<file path="config.mk">
export PLATFORM = sky130hd
export DESIGN_NAME = exp_input_stage
export DESIGN_NICKNAME = d
export VERILOG_FILES = /design/src/rtl/exp_pkg.sv /design/src/rtl/float32_unpack.sv /design/src/rtl/exp_input_stage.sv
export SDC_FILE = /design/constraint.sdc
export NUM_CORES = 1
export LEC_CHECK = 0
export BUFFER_PORTS_ARGS = -buffer_cell sky130_fd_sc_hd__clkbuf_2
export CORE_MARGIN = 3
export CORE_UTILIZATION = 37
export DETAILED_ROUTE_END_ITERATION = 10
export GPL_TIMING_DRIVEN = 0
export PLACE_DENSITY = 0.57
export SYNTH_ARGS = -nofsm -noshare
export SYNTH_HDL_FRONTEND = slang
export SYNTH_SLANG_ARGS = --single-unit
</file>
<file path="constraint.sdc">
create_clock -name CLK -period 3.1 [get_ports CLK]
set_input_delay 0.62 -clock CLK [delete_from_list [all_inputs] [get_ports CLK]]
set_output_delay 0.62 -clock CLK [all_outputs]
set_load 0.01 [all_outputs]
</file>
<file path="src/rtl/exp_pkg.sv">
// Shared constants, state encoding and SPECIAL codes for the exponential pipeline front end.
package exp_pkg;

  localparam int FLOAT_BIAS = 127;
  localparam int FRAC_W     = 23;
  localparam int FIXED_W    = 26;

  typedef enum logic [1:0] {
    IDLE  = 2'd0,
    SHIFT = 2'd1,
    DONE  = 2'd2
  } state_e;

  localparam logic [1:0] SP_NORMAL = 2'b00;
  localparam logic [1:0] SP_ZERO   = 2'b01;
  localparam logic [1:0] SP_OVF    = 2'b10;
  localparam logic [1:0] SP_NAN    = 2'b11;

endpackage

</file>
<file path="src/rtl/float32_unpack.sv">
// Combinational float32 field split, unbiased exponent and SPECIAL classification.
module float32_unpack
  import exp_pkg::*;
#(
  parameter int MAX_INT_EXP  = 6,
  parameter int MIN_FRAC_EXP = -24
) (
  input  logic [31:0]       x_i,
  output logic              sign_o,
  output logic [FRAC_W-1:0] mant_o,
  output logic signed [9:0] e_o,
  output logic [1:0]        special_o
);

  logic [7:0] ex;
  int         e_int;

  always_comb begin
    ex     = x_i[30:23];
    e_int  = int'(ex) - FLOAT_BIAS;
    sign_o = x_i[31];
    mant_o = x_i[FRAC_W-1:0];
    e_o    = 10'(e_int);
    if (ex == 8'hFF) begin
      special_o = SP_NAN;
    end else if (ex == 8'h00 || e_int <= MIN_FRAC_EXP) begin
      special_o = SP_ZERO;
    end else if (e_int > MAX_INT_EXP) begin
      special_o = SP_OVF;
    end else begin
      special_o = SP_NORMAL;
    end
  end

endmodule

</file>
<file path="src/rtl/exp_input_stage.sv">
// Float32 to {N, 3.23 fraction} splitter with a one-bit-per-cycle serial aligner.
// Define EXP_INPUT_ROUND_EN to round half up on the last bit lost by right shifts.
module exp_input_stage
  import exp_pkg::*;
#(
  parameter int MAX_INT_EXP  = 6,
  parameter int MIN_FRAC_EXP = -24
) (
  input  logic               CLK,
  input  logic               RST,
  input  logic [31:0]        FLOAT_x_input,
  input  logic               in_valid,
  output logic               in_ready,
  output logic [FIXED_W-1:0] FIXED_frac_output,
  output logic [7:0]         INT_output,
  output logic               SIGN_output,
  output logic [1:0]         SPECIAL_output,
  output logic               out_valid,
  input  logic               out_ready
);

  localparam int WorkW = FRAC_W + 8;

  state_e             state_q, state_d;
  logic [WorkW-1:0]   w_q, w_d;
  logic [7:0]         cnt_q, cnt_d;
  logic               dir_q, dir_d;
  logic               guard_q, guard_d;
  logic               sign_q, sign_d;
  logic [1:0]         special_q, special_d;

  logic               un_sign;
  logic [FRAC_W-1:0]  un_mant;
  logic signed [9:0]  un_e;
  logic [1:0]         un_special;

  float32_unpack #(
    .MAX_INT_EXP (MAX_INT_EXP),
    .MIN_FRAC_EXP(MIN_FRAC_EXP)
  ) u_unpack (
    .x_i      (FLOAT_x_input),
    .sign_o   (un_sign),
    .mant_o   (un_mant),
    .e_o      (un_e),
    .special_o(un_special)
  );

  always_ff @(posedge CLK) begin
    if (RST) begin
      state_q <= IDLE;
    end else begin
      state_q <= state_d;
    end
  end

  always_ff @(posedge CLK) begin
    if (RST) begin
      w_q       <= '0;
      cnt_q     <= '0;
      dir_q     <= 1'b0;
      guard_q   <= 1'b0;
      sign_q    <= 1'b0;
      special_q <= SP_NORMAL;
    end else begin
      w_q       <= w_d;
      cnt_q     <= cnt_d;
      dir_q     <= dir_d;
      guard_q   <= guard_d;
      sign_q    <= sign_d;
      special_q <= special_d;
    end
  end

  always_comb begin
    state_d   = state_q;
    w_d       = w_q;
    cnt_d     = cnt_q;
    dir_d     = dir_q;
    guard_d   = guard_q;
    sign_d    = sign_q;
    special_d = special_q;
    unique case (state_q)
      IDLE: begin
        if (in_valid) begin
          sign_d    = un_sign;
          guard_d   = 1'b0;
          special_d = un_special;
          cnt_d     = '0;
          dir_d     = 1'b0;
          case (un_special)
            SP_NORMAL: begin
              w_d     = {7'b0, 1'b1, un_mant};
              dir_d   = un_e[9];
              cnt_d   = un_e[9] ? 8'(-un_e) : 8'(un_e);
              state_d = SHIFT;
            end
            SP_OVF: begin
              w_d     = {8'h7F, {FRAC_W{1'b0}}};
              state_d = DONE;
            end
            default: begin
              w_d     = '0;
              state_d = DONE;
            end
          endcase
        end
      end
      SHIFT: begin
        if (cnt_q != 8'd0) begin
          w_d     = dir_q ? (w_q >> 1) : (w_q << 1);
          // Only right shifts lose bits; left shifts keep the guard at zero.
          guard_d = dir_q & w_q[0];
          cnt_d   = cnt_q - 8'd1;
        end else begin
`ifdef EXP_INPUT_ROUND_EN
          w_d = w_q + {{(WorkW-1){1'b0}}, guard_q};
`endif
          state_d = DONE;
        end
      end
      DONE: begin
        if (out_ready) state_d = IDLE;
      end
      default: state_d = IDLE;
    endcase
  end

  // Result fields are only exposed while DONE so no partial value leaks out.
  always_comb begin
    in_ready          = (state_q == IDLE);
    out_valid         = (state_q == DONE);
    INT_output        = out_valid ? w_q[WorkW-1:FRAC_W] : 8'h00;
    FIXED_frac_output = out_valid ? {3'b000, w_q[FRAC_W-1:0]} : '0;
    SIGN_output       = out_valid & sign_q;
    SPECIAL_output    = out_valid ? special_q : SP_NORMAL;
  end

endmodule

</file>
==> results of run 1 <==
==> through the flow <==
stage	area [sq um]	std cells	hold WS (ns)	power, W
finish	3600	574	0.452	0.00150
global route	3600	574	0.485	0.00157
CTS	3600	574	0.454	0.00151
detailed placement	3480	566	0.442	0.00104
global placement	3480	566	0.440	0.00103
floorplan	3010	395	0.432	0.000917
==> state kept, by name, summed over array words and instances (netlist names) <==
register / cells
cnt_q: 8
dir_q: 1
sign_q: 1
special_q: 2
state_q: 2
w_q: 31
==> worst reg2reg max path, delay by kind of cell (launching register included) <==
kind	cells	cell delay, ns
simple gates	2	0.46
compound gates	3	0.94
buf+inv	1	0.23
flops	1	0.34
==> cell type report <==
| cell class | instances | area (sq um) |
|---|---|---|
| Inverter | 6 | 22.5 |
| Timing Repair Buffer | 69 | 345 |
| Buffer | 38 | 204 |
| Sequential cell | 45 | 901 |
| Tap cell | 102 | 128 |
| Clock inverter | 2 | 37.5 |
| Multi-Input combinational cell | 306 | 1880 |
| Clock buffer | 6 | 82.6 |
| Fill cell | 826 | 4210 |
==> per-layer routing <==
layer,global-route usage,vias up
met3,0.0258,17
met5,0,-
li1,-,1549
met2,0.304,100
met1,0.264,1422
met4,0.0509,0
==> worst paths after layout <==
path                start           endpoint  slack, ns  cells past startpoint
max            state_q[1]  SPECIAL_output[0]       0.63                      5
max reg2reg    state_q[1]            w_q[29]       0.99                      6
min reg2reg  special_q[1]       special_q[1]       0.45                      2
min          special_q[1]       special_q[1]       0.45                      2
==> power by group through the flow <==
stage,clock network [W],registers [W],logic [W]
after floorplan,0,0.000664,0.000253
after global placement,0,0.000680,0.000351
after detailed placement,0,0.000680,0.000356
after CTS,0.000483,0.000667,0.000357
after global routing,0.000496,0.000675,0.000402
final,0.000479,0.000668,0.000356
==> placed cells by master, fill, tap and decap left out, types with 2 or more instances in the layout <==
cell and instances:
a21oi_1 17, conb_1 3, a31oi_1 28, ha_1 4
nand3_1 7, clkbuf_1 17, nor3b_1 2, a311oi_1 4
o21ai_0 32, nor2_1 46, buf_4 9, nand4_1 2
buf_6 2, xnor2_1 3, mux2_2 6, and2_1 38
nor2b_1 5, clkbuf_2 69, a211oi_1 8, nand2_1 23
xor2_1 3, buf_2 10, and3_1 2, clkbuf_8 6
mux2i_1 24, a21o_1 3, inv_1 6, nor3_1 27
dfxtp_1 45
==> kinds of logic after synthesis <==
group,count (synthesis),share of synthesized area
AOI/OAI and AO/OA,103,0.218
xor gates and xnor gates,6,0.0175
adders and majority gates,4,0.0167
buffers and inverters,44,0.0755
DFF,45,0.300
muxes,30,0.103
other,1,0.00125
and+or+nand+nor,160,0.268
==> impl_metrics.env, run 1 <==
export IMPL_dr_max_layer_used="met4"
export IMPL_synthArstFlopShare=0
export IMPL_grt_pass1_vias=2786
export IMPL_cts_tree="done"
export IMPL_route_met3_wl_um=518
export IMPL_relSlewSlack=0.498
export IMPL_via_per_inst=5.38
export IMPL_synth_most_common_cell="nor2_1"
export IMPL_synth_edff_count=0
export IMPL_routed_wl_mm=8.65
export IMPL_power_per_cell_area_nw_per_um2=417
export IMPL_vias=3088
export IMPL_synthFlopType="dfxtp_1"
export IMPL_start_kind="register"
export IMPL_core_area_sq_um=7810
export IMPL_clock_sinks=45
export IMPL_place_congestion=0.884
export IMPL_met1_length_mm=4.01
export IMPL_fin_crit_sh=0.798
export IMPL_rows=32
export IMPL_initial_core_util=0.384
export IMPL_synthTopCellsByArea="dfxtp_1, mux2i_1, and2_1"
export IMPL_swShare=0.312
export IMPL_drive_above_1_share=0.233
export IMPL_hpwl_mm=6.49
export IMPL_yosysSeqAreaShare=0.300
export IMPL_wl_per_cell_um=15.1
export IMPL_grt_pass1_wl_mm=13.8
export IMPL_area_growth_pct=20.0
export IMPL_drtIter0Drc=216
export IMPL_ys_ff_latch=45
export IMPL_tns_ns=0
export IMPL_finClkSkew_ns=0.0156
export IMPL_max_stage_delay_ns=0.38
export IMPL_cpMostUsedCell="clkbuf_1"
export IMPL_cp_num_buf_inv=3
export IMPL_power_internal_w=0.00103
export IMPL_synth_warnings=0
export IMPL_antenna_cells=0
export IMPL_rsz0062_at_grt="no"
export IMPL_syn_cell_area_sq_um=3000
export IMPL_die_area_sq_um=9230
export IMPL_synth_top_cells_by_count="nor2_1, dfxtp_1, and2_1"
export IMPL_clk_insertion_delay_late_ns=0.31
export IMPL_pwr_share_seq=0.444
export IMPL_utilization=0.461
export IMPL_die_x_um=96.1
export IMPL_drtAntennaViolNets=0
export IMPL_avgSynthCellArea_sq_um=7.63
export IMPL_preCtsSetupSlack_ns=0.567
export IMPL_cts_setup_buffers=0
export IMPL_io_pins=75
export IMPL_cts_root_buffer="clkbuf_8"
export IMPL_status="finished, final reports clean"
export IMPL_ys_types=46
export IMPL_power_frac_comb=0.237
export IMPL_ir_worst_vdd_uv=161
export IMPL_hold_viol=0
export IMPL_grt_usage=0.189
export IMPL_drv_slew=0
export IMPL_cp_end_kind="primary output"
export IMPL_holdCritPathClass="register to register"
export IMPL_worstPathRequired_ns=2.48
export IMPL_critPathArrivalTime_ns=1.85
export IMPL_critical_path_top_delay_family="buffers and inverters"
export IMPL_fmax_mhz=404
export IMPL_finalSetupViolCount=0
export IMPL_synth_top_area_cell="dfxtp_1"
export IMPL_cts_hold_buf=0
export IMPL_syn_instance_count=393
export IMPL_cap_violations=0
export IMPL_overflow=0
export IMPL_synth_top_area_frac=0.300
export IMPL_critical_path_max_fanout=10
export IMPL_path_cells="nor2b_1 -> clkbuf_1 -> clkbuf_1 -> and2_1 -> clkbuf_2"
export IMPL_ctsResizeCount=0
export IMPL_crit_type="register to primary output"
export IMPL_layout_setup_ws_ns=0.628
export IMPL_drtPass1Iterations=5
export IMPL_clkPwrFrac=0.319
export IMPL_cts_buffer_depth=2
export IMPL_power_switching_w=0.000469
export IMPL_finalCriticalPeriod_ns=2.47
export IMPL_cellLeakagePower_nw=1.45
export IMPL_cts_buffers=5
export IMPL_wl_met2_mm=4.02
export IMPL_nets=511
export IMPL_path_clk_slew_ns=0.08
export IMPL_dieHeight_um=96.1
export IMPL_tightestPinTransition_ns=0.754
export IMPL_port_buffers=69
export IMPL_h_tree_depth=2
export IMPL_grt_max_degree=15
export IMPL_drc_errors=0
export IMPL_cpMaxStageDelayCell="dfxtp_1"
export IMPL_antenna_found_initial=0
Power figures use the tool's default switching activity.
==> run 2, diff against run 1 <==
--- a/config.mk
+++ b/config.mk
@@ -5,6 +5,7 @@
 export SDC_FILE = /design/constraint.sdc
 export NUM_CORES = 1
 export LEC_CHECK = 0
+export ABC_AREA = 1
 export BUFFER_PORTS_ARGS = -buffer_cell sky130_fd_sc_hd__clkbuf_2
 export CORE_MARGIN = 3
 export CORE_UTILIZATION = 37
==> constraint.sdc (replaced) <==
create_clock -name CLK -period 2.3 [get_ports CLK]
set_input_delay 0.46 -clock CLK [delete_from_list [all_inputs] [get_ports CLK]]
set_output_delay 0.46 -clock CLK [all_outputs]
set_load 0.01 [all_outputs]
==> impl_metrics.env, run 2 <==
export IMPL_relSlewSlack=0.623
export IMPL_crit_type="register to primary output"
export IMPL_antenna_cells=0
export IMPL_status="finished, final reports clean"
export IMPL_synth_top_area_frac=0.310
export IMPL_pwr_share_seq=0.349
export IMPL_cts_buffers=5
export IMPL_critical_path_max_fanout=10
export IMPL_clk_insertion_delay_late_ns=0.30
export IMPL_cts_setup_buffers=0
export IMPL_io_pins=75
export IMPL_grt_pass1_wl_mm=13.8
export IMPL_drc_errors=0
export IMPL_path_cells="inv_1 -> nor2_2 -> bufinv_8 -> clkbuf_1 -> nor2_1 -> clkbuf_2"
export IMPL_grt_usage=0.192
export IMPL_final_common_cell="clkbuf_2"
export IMPL_cts_root_buffer="clkbuf_8"
export IMPL_path_clk_slew_ns=0.10
export IMPL_grt_max_degree=15
export IMPL_finalNonFillerCells=607
export IMPL_area_growth_pct=21.0
export IMPL_grt_util_met2=0.319
export IMPL_synth_warnings=0
export IMPL_die_area_sq_um=8940
export IMPL_cap_violations=0
export IMPL_syn_cell_area_sq_um=2900
export IMPL_synthFlopType="dfxtp_1"
export IMPL_power_w=0.00435
export IMPL_drtPass1Iterations=5
export IMPL_overflow=0
export IMPL_grtUsageMet1=0.265
export IMPL_synthArstFlopShare=0
export IMPL_finalSetupViolCount=0
export IMPL_start_kind="register"
export IMPL_use_met3=0.0231
export IMPL_syn_instance_count=428
export IMPL_fin_crit_sh=0.926
export IMPL_synth_most_common_cell="nor2_1"
export IMPL_yosysSeqAreaShare=0.310
export IMPL_worstPathRequired_ns=1.84
export IMPL_cellLeakagePower_nw=1.52
export IMPL_cpMaxStageDelayCell="dfxtp_1"
export IMPL_fmax_mhz=470
export IMPL_synthTopCellsByArea="dfxtp_1, a21oi_1, o21ai_0"
export IMPL_antenna_found_initial=0
export IMPL_core_area_sq_um=7450
export IMPL_dieHeight_um=94.6
export IMPL_drv_slew=0
export IMPL_rsz0062_at_grt="no"
export IMPL_top_register="w_q"
export IMPL_cp_end_kind="primary output"
export IMPL_utilization=0.471
export IMPL_final_fill_count=817
export IMPL_critPathArrivalTime_ns=1.67
export IMPL_power_per_cell_area_nw_per_um2=1240
export IMPL_dpl_cell_count=599
export IMPL_initial_core_util=0.390
export IMPL_final_cell_mix="clkbuf_2, nor2_1, inv_1, a21oi_1, o21ai_0"
export IMPL_via_per_inst=5.38
export IMPL_wl_per_cell_um=14.4
export IMPL_ir_worst_vdd_uv=581
export IMPL_preCtsSetupSlack_ns=0.0448
export IMPL_hold_viol=0
export IMPL_holdCritPathClass="input port to register"
export IMPL_cts_buffer_depth=2
export IMPL_cts_hold_buf=0
export IMPL_power_frac_comb=0.509
export IMPL_tightestPinTransition_ns=0.565
export IMPL_clock_sinks=45
export IMPL_cts_tree="done"
export IMPL_clkPwrFrac=0.142
export IMPL_drtAntennaViolNets=0
export IMPL_largest_reg_flops=31
export IMPL_hpwl_mm=6.54
export IMPL_tns_ns=0
export IMPL_ys_ff_latch=45
export IMPL_swShare=0.477
export IMPL_routed_wl_mm=8.75
export IMPL_synth_top_area_cell="dfxtp_1"
export IMPL_vias=3265
export IMPL_power_switching_w=0.00207
export IMPL_nets=547
export IMPL_finalCriticalPeriod_ns=2.13
export IMPL_place_congestion=0.814
export IMPL_layout_setup_ws_ns=0.170
export IMPL_ys_types=33
export IMPL_grt_pass1_vias=2905
export IMPL_max_stage_delay_ns=0.37
export IMPL_largestRegisters="w_q: 31 flops, cnt_q: 8 flops"
export IMPL_synth_top_cells_by_count="nor2_1, inv_1, a21oi_1"
export IMPL_synth_edff_count=0
export IMPL_die_x_um=94.6
export IMPL_rows=31
export IMPL_avgSynthCellArea_sq_um=6.78
export IMPL_power_internal_w=0.00227
export IMPL_finClkSkew_ns=0.0129
export IMPL_h_tree_depth=2
export IMPL_drive_above_1_share=0.220
export IMPL_busiest_layer="met2"
export IMPL_port_buffers=70
export IMPL_drtIter0Drc=168
## run 2: cell types whose count changed after synthesis, sizes merged, moves of 24 or more
cell / previous run / this run
a21oi: 18 / 53
and2: 38 / 1
a31oi: 28 / 2
nand4: 3 / 28
a221oi: 0 / 28
mux2i: 24 / 0
nor3: 27 / 1
inv: 6 / 59
## run 2: timing repair
action	4_1_cts	5_1_grt
setup endpoints to repair	30	30
cloned	0	0
pin swaps	0	0
hold endpoints to repair	0	0
gates resized for setup	1	2
## run 2: per-layer routing
layer | part of all wire | vias up
met5 | 0 | -
met4 | 0.0069 | 0
met3 | 0.052 | 7
met2 | 0.47 | 90
met1 | 0.47 | 1552
li1 | - | 1616
## run 2: logic make-up (layout without fill, tap and decap cells)
family / count (synthesis) / after routing / share of synthesized area
AO/OA/AOI/OAI: 136 / 136 / 0.279
XOR/XNOR: 4 / 4 / 0.0121
adder cells (fa/ha/maj): 4 / 4 / 0.0172
buffers and inverters: 93 / 171 / 0.140
flip-flops: 45 / 45 / 0.310
other: 1 / 3 / 0.00129
AND/OR/NAND/NOR: 145 / 145 / 0.240
## run 2: area by class of cell
type	count	area, sq um	share of cell area
multi-input cells	292	1600	0.457
flip-flops and latches	45	901	0.257
repair buffers	70	350	0.0998
inverters	60	239	0.0681
plain buffers	33	181	0.0517
well taps	99	124	0.0353
clock buffers	6	72.6	0.0207
clock inverters	2	38.8	0.0110
## run 2: worst max-delay path, delay by kind of cell, from the launching register on
kind / cells / cell delay [ns]
AND/OR/NAND/NOR: 2 / 0.31
buffers and inverters: 4 / 0.70
flip-flops: 1 / 0.37
## run 2: through the flow
stage / hold slack (ns) / cell area (sq um)
2_1_floorplan: 0.430 / 2910
3_3_place_gp: 0.443 / 3380
3_5_place_dp: 0.449 / 3380
4_1_cts: 0.399 / 3500
5_1_grt: 0.399 / 3510
6_report: 0.396 / 3510
## run 2: path summary, 6_finish.rpt
kind / slack (ns) / endpoint / startpoint / cells after the start
hold reg to reg: 0.46 / sign_q / sign_q / 2
setup / recovery: 0.17 / FIXED_frac_output[19] / state_q[1] / 6
setup reg to reg: 0.40 / w_q[8] / state_q[0] / 9
hold / removal: 0.40 / w_q[4] / FLOAT_x_input[4] / 3
## run 2: power groups by stage
stage	clock, W	sequential (W)	combinational, W
finish	0.000616	0.00152	0.00221
CTS	0.000619	0.00150	0.00218
detailed placement	0	0.00152	0.00216
global placement	0	0.00152	0.00213
global route	0.000644	0.00157	0.00250
floorplan	0	0.00140	0.00160
==> run 3, diff against run 2 <==
--- a/config.mk
+++ b/config.mk
@@ -5,7 +5,7 @@
 export SDC_FILE = /design/constraint.sdc
 export NUM_CORES = 1
 export LEC_CHECK = 0
-export ABC_AREA = 1
+export ABC_AREA = 0
 export BUFFER_PORTS_ARGS = -buffer_cell sky130_fd_sc_hd__clkbuf_2
 export CORE_MARGIN = 3
 export CORE_UTILIZATION = 37
==> impl_metrics.env, run 3 (synthesis results as in run 1) <==
export IMPL_status="finished, final reports clean"
export IMPL_final_common_cell="clkbuf_2"
export IMPL_design_area_sq_um=3610
export IMPL_rsz0062_at_grt="no"
export IMPL_antenna_cells=0
export IMPL_drc_errors=0
export IMPL_seq_area_sq_um=901
export IMPL_cts_setup_buffers=0
export IMPL_cts_buffer_depth=2
export IMPL_grt_pass1_wl_mm=13.8
export IMPL_drv_slew=0
export IMPL_r2r_end="cnt_q[4]"
export IMPL_startpoint="state_q[1]"
export IMPL_wl_per_cell_um=15.2
export IMPL_critical_path_max_fanout=10
export IMPL_hold_viol=0
export IMPL_hold_depth=3
export IMPL_drtAntennaViolNets=0
export IMPL_finalCriticalPeriod_ns=2.14
export IMPL_place_congestion=0.884
export IMPL_multiInputGateArea_sq_um=1890
export IMPL_cap_violations=0
export IMPL_rows=32
export IMPL_worstPathRequired_ns=1.84
export IMPL_critPathArrivalTime_ns=1.68
export IMPL_drive_above_1_share=0.239
export IMPL_dieHeight_um=96.1
export IMPL_hold_end="sign_q"
export IMPL_clk_insertion_delay_late_ns=0.31
export IMPL_power_per_cell_area_nw_per_um2=561
export IMPL_io_pins=75
export IMPL_antenna_found_initial=0
export IMPL_top_register="w_q"
export IMPL_path_clk_slew_ns=0.08
export IMPL_cts_buffers=5
export IMPL_grt_pass1_vias=2786
export IMPL_fin_crit_sh=0.931
export IMPL_initial_core_util=0.384
export IMPL_crit_type="register to primary output"
export IMPL_routed_wl_mm=8.70
export IMPL_finalSetupViolCount=0
export IMPL_layout_setup_ws_ns=0.159
export IMPL_overflow=0
export IMPL_port_buffers=69
export IMPL_hpwl_mm=6.49
export IMPL_grt_usage=0.189
export IMPL_holdCritPathClass="input port to register"
export IMPL_reg2reg_from="cnt_q[0]"
export IMPL_power_w=0.00203
export IMPL_placed_area_sq_um=3480
export IMPL_min_from="FLOAT_x_input[31]"
export IMPL_start_kind="register"
export IMPL_die_area_sq_um=9230
export IMPL_cts_hold_buf=0
export IMPL_reg2reg_slack_ns=0.21
export IMPL_relSlewSlack=0.498
export IMPL_cellLeakagePower_nw=1.46
export IMPL_cts_tree="done"
export IMPL_area_growth_pct=20.4
export IMPL_preCtsSetupSlack_ns=-0.0734
export IMPL_final_fill_count=826
export IMPL_die_x_um=96.1
export IMPL_largestRegisters="w_q: 31 flops, cnt_q: 8 flops"
export IMPL_fmax_mhz=467
export IMPL_vias=3058
export IMPL_cp_end_kind="primary output"
export IMPL_tightestPinTransition_ns=0.753
export IMPL_drtIter0Drc=171
export IMPL_h_tree_depth=2
export IMPL_drtPass1Iterations=4
export IMPL_finClkSkew_ns=0.0170
export IMPL_clock_sinks=45
export IMPL_ir_worst_vdd_uv=220
export IMPL_grt_max_degree=15
export IMPL_via_per_inst=5.33
export IMPL_cts_root_buffer="clkbuf_8"
export IMPL_core_area_sq_um=7810
export IMPL_nets=511
export IMPL_r2r_cells=8
export IMPL_largest_reg_flops=31
export IMPL_final_cell_mix="clkbuf_2, nor2_1, dfxtp_1, and2_1, o21ai_0"
run 3: cell types whose count changed in the layout (fill, tap and decap cells not counted), sizes merged, moves of 26 or more:
cell	delta
a31oi	+26
inv	-53
a221oi	-28
and2	+37
a21oi	-35
nor3	+26
run 3: power by group:
part | internal (W) | total, W | leakage, nW | switching [W]
Sequential | 0.000839 | 0.000900 | 0.370 | 0.0000610
Combinational | 0.000200 | 0.000482 | 1.03 | 0.000282
Clock | 0.000354 | 0.000644 | 0.0574 | 0.000291
run 3: metal layers:
metal	vias to the layer above	global-route usage	wire, um
met5	-	0	0
met4	0	0.0509	69
met3	7	0.0258	378
met2	74	0.304	4120
met1	1425	0.264	4130
li1	1552	-	-
run 3: timing repair:
item,CTS,global route
pin swaps,0,0
gates resized for setup,2,1
endpoints found under the setup margin,26,5
run 3: layout make-up:
| cell class | count | area share |
|---|---|---|
| flip-flops and latches | 45 | 0.249 |
| plain buffers | 38 | 0.0572 |
| clock inverters | 2 | 0.0104 |
| well taps | 102 | 0.0353 |
| multi-input cells | 306 | 0.523 |
| clock buffers | 6 | 0.0229 |
| repair buffers | 69 | 0.0956 |
| inverters | 6 | 0.00624 |
run 3: how the worst max path moves through the flow:
stage               slack, ns  cells past startpoint               endpoint
global placement        -0.04                     10                w_q[22]
global route             0.02                      5  FIXED_frac_output[12]
CTS                      0.12                      5  FIXED_frac_output[12]
detailed placement      -0.07                     10                w_q[22]
floorplan                0.32                      8             state_q[1]
finish                   0.16                      5          INT_output[6]
run 3: through the flow:
| stage | setup TNS (ns) | cells | hold WS, ns | utilization |
|---|---|---|---|---|
| 2_1_floorplan | 0 | 395 | 0.432 | - |
| 3_3_place_gp | -0.453 | 566 | 0.440 | 0.446 |
| 3_5_place_dp | -0.991 | 566 | 0.442 | 0.446 |
| 4_1_cts | 0 | 574 | 0.374 | 0.462 |
| 5_1_grt | 0 | 574 | 0.397 | 0.463 |
| 6_report | 0 | 574 | 0.372 | 0.463 |
run 3: worst max-delay path, stage by stage (launching register included):
cell,delay (ns)
dfxtp_1,0.38
nor2b_1,0.14
clkbuf_2,0.22
clkbuf_1,0.33
and2_1,0.19
clkbuf_2,0.13
